[src/rtl/vend_pkg.sv]
// Shared types and coin constants for the vending machine datapath.
package vend_pkg;

    typedef enum logic [2:0] {
        S_IDLE,
        S_SELECT,
        S_EJ_D,
        S_EJ_N,
        S_WAIT_D,
        S_WAIT_N,
        S_DONE,
        S_SHORT
    } disp_state_e;

    // Coin values in nickel units
    localparam int unsigned NICKEL_U  = 1;
    localparam int unsigned DIME_U    = 2;
    localparam int unsigned QUARTER_U = 5;

    // Newspaper price in nickel units (35c)
    localparam int unsigned PRICE_U   = 7;

endpackage

[src/rtl/change_dispenser_ctrl_coin_inventory.sv]
// Saturating per-coin inventory counter; simultaneous inc and dec hold the value.
module coin_inventory #(
    parameter int unsigned CNT_W = 6,
    parameter int unsigned INIT  = 8
) (
    input  logic             clk,
    input  logic             rst_n,
    input  logic             inc,
    input  logic             dec,
    output logic [CNT_W-1:0] count
);

    localparam logic [CNT_W-1:0] CNT_MAX = '1;

    logic [CNT_W-1:0] count_q;
    logic [CNT_W-1:0] count_d;

    // Next count: saturate at max on refill, never wrap below zero
    always_comb begin
        count_d = count_q;
        case ({inc, dec})
            2'b10:   if (count_q != CNT_MAX) count_d = count_q + CNT_W'(1);
            2'b01:   if (count_q != '0)      count_d = count_q - CNT_W'(1);
            default: count_d = count_q;
        endcase
    end

    // Count register, reloaded with the initial stock on reset
    always_ff @(posedge clk or negedge rst_n) begin
        if (!rst_n) count_q <= CNT_W'(INIT);
        else        count_q <= count_d;
    end

    assign count = count_q;

endmodule

[src/rtl/change_dispenser_ctrl.sv]
// Coin-return hopper sequencer: pays change in dimes first, then nickels,
// one eject at a time with an ack timeout, and reports any shortfall.
module change_dispenser_ctrl
    import vend_pkg::*;
#(
    parameter int unsigned AMT_W  = 4,
    parameter int unsigned CNT_W  = 6,
    parameter int unsigned D_INIT = 8,
    parameter int unsigned N_INIT = 8,
    parameter int unsigned ACK_TO = 15
) (
    input  logic             clk,
    input  logic             rst_n,
    input  logic             req_valid,
    input  logic [AMT_W-1:0] req_amt,
    output logic             req_ready,
    output logic             eject_d,
    output logic             eject_n,
    input  logic             hopper_ack,
    input  logic             refill_d,
    input  logic             refill_n,
    output logic             busy,
    output logic             done,
    output logic             short_err,
    output logic [AMT_W-1:0] short_amt,
    output logic [CNT_W-1:0] d_count,
    output logic [CNT_W-1:0] n_count
);

    localparam int unsigned TMR_W = (ACK_TO > 1) ? $clog2(ACK_TO) : 1;

    disp_state_e      state_q, state_d;
    logic [AMT_W-1:0] remaining_q, remaining_d;
    logic [TMR_W-1:0] timer_q, timer_d;
    logic             dec_d_c, dec_n_c;

    logic             req_ready_q, busy_q, eject_d_q, eject_n_q, done_q, short_err_q;
    logic [AMT_W-1:0] short_amt_q;

    // Next-state, remaining-change and ack-timer logic
    always_comb begin
        state_d     = state_q;
        remaining_d = remaining_q;
        timer_d     = timer_q;
        dec_d_c     = 1'b0;
        dec_n_c     = 1'b0;
        case (state_q)
            S_IDLE: begin
                if (req_valid) begin
                    remaining_d = req_amt;
                    state_d     = S_SELECT;
                end
            end
            S_SELECT: begin
                if (remaining_q == '0)
                    state_d = S_DONE;
                else if (remaining_q >= AMT_W'(DIME_U) && d_count != '0)
                    state_d = S_EJ_D;
                else if (remaining_q >= AMT_W'(NICKEL_U) && n_count != '0)
                    state_d = S_EJ_N;
                else
                    state_d = S_SHORT;
            end
            S_EJ_D: begin
                timer_d = '0;
                state_d = S_WAIT_D;
            end
            S_EJ_N: begin
                timer_d = '0;
                state_d = S_WAIT_N;
            end
            S_WAIT_D: begin
                if (hopper_ack) begin
                    remaining_d = remaining_q - AMT_W'(DIME_U);
                    dec_d_c     = 1'b1;
                    state_d     = S_SELECT;
                end else if (timer_q == TMR_W'(ACK_TO - 1)) begin
                    state_d = S_SHORT;
                end else begin
                    timer_d = timer_q + TMR_W'(1);
                end
            end
            S_WAIT_N: begin
                if (hopper_ack) begin
                    remaining_d = remaining_q - AMT_W'(NICKEL_U);
                    dec_n_c     = 1'b1;
                    state_d     = S_SELECT;
                end else if (timer_q == TMR_W'(ACK_TO - 1)) begin
                    state_d = S_SHORT;
                end else begin
                    timer_d = timer_q + TMR_W'(1);
                end
            end
            S_DONE:  state_d = S_IDLE;
            S_SHORT: state_d = S_IDLE;
            default: state_d = S_IDLE;
        endcase
    end

    // State, datapath and registered outputs decoded from the next state
    always_ff @(posedge clk or negedge rst_n) begin
        if (!rst_n) begin
            state_q     <= S_IDLE;
            remaining_q <= '0;
            timer_q     <= '0;
            req_ready_q <= 1'b1;
            busy_q      <= 1'b0;
            eject_d_q   <= 1'b0;
            eject_n_q   <= 1'b0;
            done_q      <= 1'b0;
            short_err_q <= 1'b0;
            short_amt_q <= '0;
        end else begin
            state_q     <= state_d;
            remaining_q <= remaining_d;
            timer_q     <= timer_d;
            req_ready_q <= (state_d == S_IDLE);
            busy_q      <= (state_d != S_IDLE);
            eject_d_q   <= (state_d == S_EJ_D);
            eject_n_q   <= (state_d == S_EJ_N);
            done_q      <= (state_d == S_DONE);
            short_err_q <= (state_d == S_SHORT);
            short_amt_q <= (state_d == S_SHORT) ? remaining_d : '0;
        end
    end

    coin_inventory #(.CNT_W(CNT_W), .INIT(D_INIT)) u_dime_inv (
        .clk   (clk),
        .rst_n (rst_n),
        .inc   (refill_d),
        .dec   (dec_d_c),
        .count (d_count)
    );

    coin_inventory #(.CNT_W(CNT_W), .INIT(N_INIT)) u_nickel_inv (
        .clk   (clk),
        .rst_n (rst_n),
        .inc   (refill_n),
        .dec   (dec_n_c),
        .count (n_count)
    );

    assign req_ready = req_ready_q;
    assign busy      = busy_q;
    assign eject_d   = eject_d_q;
    assign eject_n   = eject_n_q;
    assign done      = done_q;
    assign short_err = short_err_q;
    assign short_amt = short_amt_q;

endmodule

[config.mk]
export PLATFORM = sky130hd
export DESIGN_NAME = change_dispenser_ctrl
export DESIGN_NICKNAME = d
export VERILOG_FILES = /design/src/rtl/vend_pkg.sv /design/src/rtl/change_dispenser_ctrl_coin_inventory.sv /design/src/rtl/change_dispenser_ctrl.sv
export SDC_FILE = /design/constraint.sdc
export NUM_CORES = 1
export LEC_CHECK = 0
export CAP_MARGIN = 20
export CORE_MARGIN = 10
export CORE_UTILIZATION = 50
export CTS_BUF_LIST = sky130_fd_sc_hd__clkbuf_8
export DETAILED_ROUTE_END_ITERATION = 16
export GPL_ROUTABILITY_DRIVEN = 0
export PLACE_DENSITY = 0.8
export SYNTH_ARGS = -nofsm -noshare
export SYNTH_HDL_FRONTEND = slang
export SYNTH_SLANG_ARGS = --single-unit
[constraint.sdc]
create_clock -name clk -period 1.9 [get_ports clk]
set_clock_uncertainty 0.05 [all_clocks]
set_input_delay 0.38 -clock clk [delete_from_list [all_inputs] [get_ports clk]]
set_output_delay 0.38 -clock clk [all_outputs]
set_load 0.01 [all_outputs]
==> results_dict.tcl <==
set metrics [dict create \
    run_status "finished with violations" \
    violations "negative setup slack" \
    die_w_um 82.1 \
    path_buf_inv 0 \
    slowest_delay_ns 0.53 \
    synth_edf_count 0 \
    cp_top_family "simple AND/OR/NAND/NOR gates" \
    fill_cells 262 \
    diodes 0 \
    syn2layout_area_growth_pct 46.9 \
    critPathMaxFanout 4 \
    slew_viol_final 0 \
    synthCells 198 \
    dr.pass1.iters 4 \
    nNetsFinal 292 \
    clk_path_buf_depth 2 \
    utilization 0.768 \
    synthFlopType "dfrtp_1" \
    ys.warnings.count 0 \
    dp_hpwl_um 3550 \
    syn_area_mm2 0.00193 \
    ys_seq_area_frac 0.430 \
    synth_area_per_cell_um2 9.74 \
    synthesis.nets 218 \
    fin_crit_sh 1.03 \
    crit_arrival_ns 2.07 \
    maxCapViolCount 0 \
    slew_headroom 0.729 \
    r2r_slack_ns -0.05 \
    grt_overflow 0 \
    rsz0062_at_grt "yes" \
    cts_buffers 5 \
    multi_input_area_mm2 0.00116 \
    p_total_w 0.00443 \
    clk_pin_slew_ns 0.07 \
    fmax_mhz 513 \
    crit_chain "or4_4 -> or2_4 -> a22oi_4 -> mux2_4" \
    final_hold_viol_count 0 \
    cp.required_ns 2.01 \
    synth.distinct_cells 54 \
    leakage_nw 1.22 \
    pre_cts_ws_ns -0.556 \
    core_area_mm2 0.00369 \
    slowest_stage "or4_4" \
    tightest_slew_ns 0.407 \
    grt_pass1_wl_um 8160 \
    worst_slack_ns -0.0510 \
    cts.sinks 33 \
    drc 0 \
    grt_max_degree 34 \
    powerDensity_mw_per_mm2 1560 \
    final_common_cell "buf_4" \
    initial_core_util 0.523 \
    wire_per_inst_um 15.4 \
    ys_async_sr_fraction 1.00 \
    dieHeight_um 82.1 \
    start_kind "flop" \
    via_per_inst 5.38 \
    wl_um 4960 \
    vias 1726 \
    final-setup-viol-count 3 \
    ant_nets 0 \
    grt_usage 0.152 \
    cts_tree "built" \
    row_count 22 \
    io_buffer_count 31 \
    ys_ff_latch 33 \
    htreeDepth 2 \
    clockRootBuffer "clkbuf_8" \
    clk_latency_ns 0.28 \
    final_cell_mix "buf_4, dfrtp_1, clkdlybuf4s50_1" \
    ff_latch_area_um2 831 \
    period_needed_ns 1.95 \
    grt_antenna_before_repair 0 \
    worstHoldPathType "primary input to asynchronous set/reset pin" \
    pin_count 32 \
    whs_ns 0.460 \
    ir_drop_mv 0.934 \
    first_global_vias 1790 \
    critPathKind "flop to flop" \
    tns_ns -0.108 \
    layout-drive-gt1-share 0.330 \
    cp-end-kind "flop" \
    first_iter_violations 101 \
    die_area_mm2 0.00674 \
]
## kinds of logic (layout without fill, tap and decap cells)
| group | after synthesis | count (layout) | synth area share |
|---|---|---|---|
| compound gates | 40 | 40 | 0.147 |
| fa+ha+maj | 10 | 10 | 0.0649 |
| buf+inv | 14 | 89 | 0.0324 |
| xor+xnor | 12 | 12 | 0.0545 |
| simple gates | 86 | 86 | 0.254 |
| mux | 3 | 3 | 0.0175 |
| flops | 33 | 33 | 0.430 |
## layout make-up
| class | count | area share |
|---|---|---|
| Tap cell | 48 | 0.0212 |
| Inverter | 8 | 0.0106 |
| Clock buffer | 6 | 0.0291 |
| Sequential cell | 33 | 0.293 |
| Multi-Input combinational cell | 151 | 0.410 |
| Clock inverter | 2 | 0.0119 |
| Timing Repair Buffer | 73 | 0.224 |
## path summary, 6_finish.rpt
| path | start | endpoint | cells past startpoint |
|---|---|---|---|
| worst max register to register | u_dime_inv.count[2] | u_dime_inv.count[1] | 4 |
| worst min-delay path | rst_n | u_nickel_inv.count[1] | 2 |
| max in group asynchronous | rst_n | u_dime_inv.count[3] | 2 |
| worst min register to register | timer_q[0] | timer_q[0] | 1 |
| worst max-delay path | u_dime_inv.count[2] | u_dime_inv.count[1] | 4 |
| min in group clk | timer_q[0] | timer_q[0] | 1 |
## synthesized netlist by cell type (2+ instances only)
master | count | area (um^2)
xor2_1 | 6 | 52.6
dfstp_2 | 3 | 78.8
nand3_1 | 8 | 40.0
a21oi_2 | 2 | 17.5
nand4b_1 | 2 | 17.5
or4_1 | 2 | 15.0
inv_1 | 8 | 30.0
a21oi_1 | 13 | 65.1
mux2_2 | 2 | 22.5
nor3b_1 | 3 | 22.5
nand4_1 | 4 | 25.0
clkbuf_1 | 2 | 7.51
nor2_1 | 20 | 75.1
or2_1 | 2 | 12.5
nand2_1 | 17 | 63.8
o21ai_0 | 8 | 40.0
nand3b_1 | 4 | 30.0
ha_1 | 10 | 125
and4_1 | 2 | 17.5
or3_1 | 4 | 25.0
xnor2_1 | 6 | 52.6
a31oi_1 | 2 | 12.5
buf_2 | 2 | 10.0
dfrtp_1 | 30 | 751
nor2b_1 | 6 | 37.5
nand2b_1 | 2 | 12.5
## through the flow
step | instance area, um^2 | std cells
global route | 2830 | 321
global placement | 2610 | 310
floorplan | 1980 | 198
detailed placement | 2610 | 310
CTS | 2750 | 321
finish | 2830 | 321
## metal layers
metal / share of wire / vias to the layer above / routed length, um / track usage
met5: 0 / - / 0 / 0
met2: 0.51 / 38 / 2540 / 0.257
met1: 0.42 / 822 / 2100 / 0.186
met4: 0.0089 / 0 / 44 / 0.0510
li1: - / 860 / - / -
met3: 0.053 / 6 / 265 / 0.0378
## flip-flops by register name, indices dropped and copies added (netlist names), 3 cells and up
register and flops:
u_dime_inv.count 6, u_nickel_inv.count 6, remaining_q 4, short_amt 4, timer_q 4, state_q 3
## power by group
part	total, W	switching [W]	internal, W
registers	0.00122	0.000237	0.000982
logic	0.00254	0.00121	0.00132
clock network	0.000672	0.000250	0.000422
## what timing repair did
item                       4_1_cts  5_1_grt
hold buffers                     0        0
pin swaps                        2       10
setup endpoints to repair        9       12
resized for setup                3       20
setup buffers                    3        0
Power figures use the tool's default switching activity.
==> edit 1, RTL diff (config.mk and constraints unchanged) <==
Encoding of `disp_state_e`: now one-hot (8 bits for 8 states).
--- a/src/rtl/vend_pkg.sv
+++ b/src/rtl/vend_pkg.sv
@@ -1,15 +1,15 @@
 // Shared types and coin constants for the vending machine datapath.
 package vend_pkg;
 
-    typedef enum logic [2:0] {
-        S_IDLE,
-        S_SELECT,
-        S_EJ_D,
-        S_EJ_N,
-        S_WAIT_D,
-        S_WAIT_N,
-        S_DONE,
-        S_SHORT
+    typedef enum logic [7:0] {
+        S_IDLE   = 8'b00000001,
+        S_SELECT = 8'b00000010,
+        S_EJ_D   = 8'b00000100,
+        S_EJ_N   = 8'b00001000,
+        S_WAIT_D = 8'b00010000,
+        S_WAIT_N = 8'b00100000,
+        S_DONE   = 8'b01000000,
+        S_SHORT  = 8'b10000000
     } disp_state_e;
 
     // Coin values in nickel units
Formal check against the unedited RTL: no difference found for any inputs over 10 cycles, from zero or initial values and one cycle with rst_n low; not proved beyond that.
==> edit 1 against the original RTL <==
The run still ends with negative setup slack left; power is 34% higher; synthesized area grew 20%; routed wire length up 88%; sequential share of layout area decreased by 4.0 points; sequential power is 16% higher; design area up 34%; sequential cell count up 5; critical path depth rose by 6; worst setup slack got worse by 0.74 ns; critical path type unchanged; critical endpoint is now u_dime_inv.count[5].
==> edit 1: results <==
metrics = {
    "placement": {
        "post-dp-hpwl_um": 4880,
        "post-place-cells": 374,
        "placement.cell_area_um2": 3230,
        "placement.setup.worst_slack_ns": -0.813,
    },
    "grt": {
        "use_met1": 0.236,
        "global_route_wire_length_before_repair_um": 12700,
        "track_usage": 0.210,
        "met2_usage": 0.347,
    },
    "synthesis": {
        "seq_area_frac_synth": 0.413,
        "postSynthCellCount": 235,
        "post_synth_main_area_contributors": "dfrtp_1 37%, ha_1 7.6%, dfstp_2 4.5%, a21oi_1 3.7%, inv_1 3.2%",
        "post_synth_most_frequent_cells": "34 x dfrtp_1, 20 x inv_1, 17 x a21oi_1, 14 x ha_1, 14 x nor2_1",
        "synth_nets": 261,
    },
    "clock_network": {
        "cts_hold_buffers": 1,
        "clk_pin_slew_ns": 0.09,
        "postCtsSetupBuffers": 9,
        "cts_repair_resize_count": 42,
    },
    "cells_and_area": {
        "final-instance-count-excl-fill": 394,
    },
    "sta": {
        "finalSetupViolations": 29,
        "post-route-worst-setup-slack_ns": -0.789,
        "totalNegativeSetupSlack_ns": -10.53,
    },
    "drt": {
        "avgViaCountPerCell": 6.59,
        "initialDrtViolationCount": 298,
        "wl_met1_um": 3420,
    },
    "critical_path": {
        "r2r_end": "u_dime_inv.count[5]",
    },
    "run_status": {
        "violations": "negative setup slack",
        "outcome": "finished with violations",
    },
    "power_and_ir_drop": {
        "peakVddDrop_uv": 990,
    },
}
[edit 1: cell types whose count changed after synthesis, moves of 5 or more]
cell	delta
inv_1	+12
nand2_1	-5
nor2_1	-6
nor2b_1	-5
nor3_1	+5
[edit 1: report_power, final]
part / total (uW) / switching [uW] / internal [uW]
Clock: 850 / 324 / 526
Combinational: 3680 / 1840 / 1840
Sequential: 1420 / 307 / 1110
Total: 5940 / 2470 / 3480
[edit 1: logic make-up after synthesis]
group,after synthesis,synth area share
AOI/OAI and AO/OA,62,0.190
xor gates and xnor gates,12,0.0454
adders and majority gates,16,0.0929
buffers and inverters,27,0.0475
DFF,38,0.413
muxes,6,0.0313
and+or+nand+nor,74,0.180
[edit 1: cell type report]
class	instances	area, um^2
Inverter	20	82.6
Multi-Input combinational cell	170	1610
Clock buffer	5	68.8
Clock inverter	3	68.8
Tap cell	52	65.1
Timing Repair Buffer	106	933
Fill cell	206	628
Sequential cell	38	960
==> edit 2, RTL diff (same settings) <==
Made on the original files. Set the parameter `AMT_W` to 3 (it was 4).
--- a/src/rtl/change_dispenser_ctrl.sv
+++ b/src/rtl/change_dispenser_ctrl.sv
@@ -3,7 +3,7 @@
 module change_dispenser_ctrl
     import vend_pkg::*;
 #(
-    parameter int unsigned AMT_W  = 4,
+    parameter int unsigned AMT_W  = 3,
     parameter int unsigned CNT_W  = 6,
     parameter int unsigned D_INIT = 8,
     parameter int unsigned N_INIT = 8,
Interface: changed (resized req_amt and short_amt); port bits go from 32 to 30. No check against the original RTL was run, so the function may have changed too.
==> edit 2 against the original RTL <==
The flow still finishes with violations (negative setup slack); sequential cell count is 2 lower; design area is 0.66% lower; synthesized area is 0.45% lower; critical path type unchanged; routed wire length is 13% higher; count of clock-buffer cells in the layout stayed put; largest cell class unchanged; worst setup slack better by 0.0020 ns; power is 11% higher; final cell count is 1.2% lower.
==> edit 2: results <==
metrics = {
    "run_status": {
        "outcome": "finished with violations",
        "violations": "negative setup slack",
    },
    "cells_and_area": {
        "final.signal_inverter_count": 9,
        "multi_input_area_um2": 1170,
        "antenna_cells": 0,
        "signal_buffers": 76,
        "area_share_nonclk_buffers": 0.230,
        "filler_cell_count": 246,
        "num-multi-input-gates": 145,
        "num-clock-buffers": 6,
        "final_nets": 286,
        "flow.area_growth_from_synthesis_pct": 46.6,
        "area.sequential_um2": 782,
        "drive_above_1_share": 0.309,
        "final-clk-cell-share": 0.0418,
    },
    "synthesis": {
        "post_synth_num_cell_types": 52,
        "post_synth_most_frequent_cells": "28 x dfrtp_1, 15 x nor2_1, 10 x o21ai_0",
        "seq_area_frac_synth": 0.406,
        "ys.warnings.count": 0,
        "async_reset_ff_frac": 1.00,
        "post_synth_main_area_contributors": "dfrtp_1 36%, ha_1 5.9%, dfstp_2 4.1%, xnor2_1 3.6%, nor2_1 2.9%",
        "synth_nets": 218,
    },
    "clock_network": {
        "clk_pin_slew_ns": 0.08,
        "max-clock-path-buffers": 2,
        "clkLatencyLatePin_ns": 0.29,
        "clock_tree.root_cell": "clkbuf_8",
        "ctsHtreeMaxLevel": 2,
        "cts_buffers": 5,
        "cts_num_sinks": 31,
    },
    "grt": {
        "global_route_wire_length_before_repair_um": 7840,
        "number_of_antenna_violations_at_the_first_check_in_global_routing": 0,
        "via_count_of_the_first_global_routing_pass": 1779,
        "track_usage": 0.148,
        "largest_net_degree_at_the_start_of_global_routing": 32,
    },
    "power_and_ir_drop": {
        "peakVddDrop_uv": 1050,
        "power.leakage_uw": 0.00119,
    },
    "sta": {
        "totalNegativeSetupSlack_ns": -0.0490,
        "post-route-worst-setup-slack_ns": -0.0490,
        "max-slew-margin-rel": 0.705,
        "finalSetupViolations": 1,
        "worst_hold_slack_ns": 0.428,
    },
    "placement": {
        "post-dp-hpwl_um": 3430,
        "placement.cell_area_um2": 2470,
        "port-buffer-count": 29,
    },
    "drt": {
        "route.detailed.wl_per_inst_um": 17.7,
        "firstDrtPassIters": 4,
        "initialDrtViolationCount": 136,
        "avgViaCountPerCell": 5.98,
    },
    "worst_hold_path": {
        "timing.hold.worst.class": "in -> async",
    },
    "floorplan": {
        "core-area_um2": 3690,
    },
    "critical_path": {
        "worst-endpoint-arrival_ns": 2.09,
        "worst-path-max-fanout": 4,
    },
    "job": {
        "maxCapViolations": 0,
    },
}
-- edit 2: critical path, stage by stage (launching register included) --
cell,delay [ns]
dfrtp_1,0.44
inv_2,0.12
buf_4,0.12
ha_1,0.14
nand3_1,0.15
o32ai_2,0.32
a21oi_1,0.14
a2111oi_4,0.36
-- edit 2: path summary, 6_finish.rpt --
kind                                             from                     to  cells after the start
min in group clk                u_nickel_inv.count[3]  u_nickel_inv.count[3]                      1
max in group asynchronous                       rst_n  u_nickel_inv.count[3]                      2
worst min-delay path                            rst_n                eject_n                      2
worst max register to register         remaining_q[0]           short_amt[2]                      7
worst min register to register  u_nickel_inv.count[3]  u_nickel_inv.count[3]                      1
worst max-delay path                   remaining_q[0]           short_amt[2]                      7
-- edit 2: timing repair --
item                       CTS  global route
hold buffers                 0             0
gates resized for setup      7            25
buffers inserted             0             9
pin swaps                    0            11
setup endpoints to repair    9            13
-- edit 2: stage by stage --
stage | setup WS, ns | std cells
finish | -0.0490 | 317
global route | -0.111 | 317
CTS | -0.0109 | 308
detailed placement | -0.346 | 300
global placement | -0.302 | 300
floorplan | -0.0322 | 200
-- edit 2: report_power, final --
group          switching, uW  total, uW  internal, uW
registers                288       1240           953
clock network            271        695           424
logic                   1470       2960          1490
-- edit 2: cell families (layout without fill, tap and decap cells) --
kind of cell,count (synthesis),in the layout,share of synthesized area
xor gates and xnor gates,11,11,0.0502
adders and majority gates,9,9,0.0586
AOI/OAI and AO/OA,53,53,0.197
muxes,4,4,0.0221
DFF,31,31,0.406
buffers and inverters,24,93,0.0612
and+or+nand+nor,68,68,0.205
-- edit 2: layer usage --
layer / GRT usage / wire, um
met5: 0 / 0
met3: 0.0448 / 309
met1: 0.173 / 2330
met4: 0.0714 / 140
met2: 0.243 / 2830
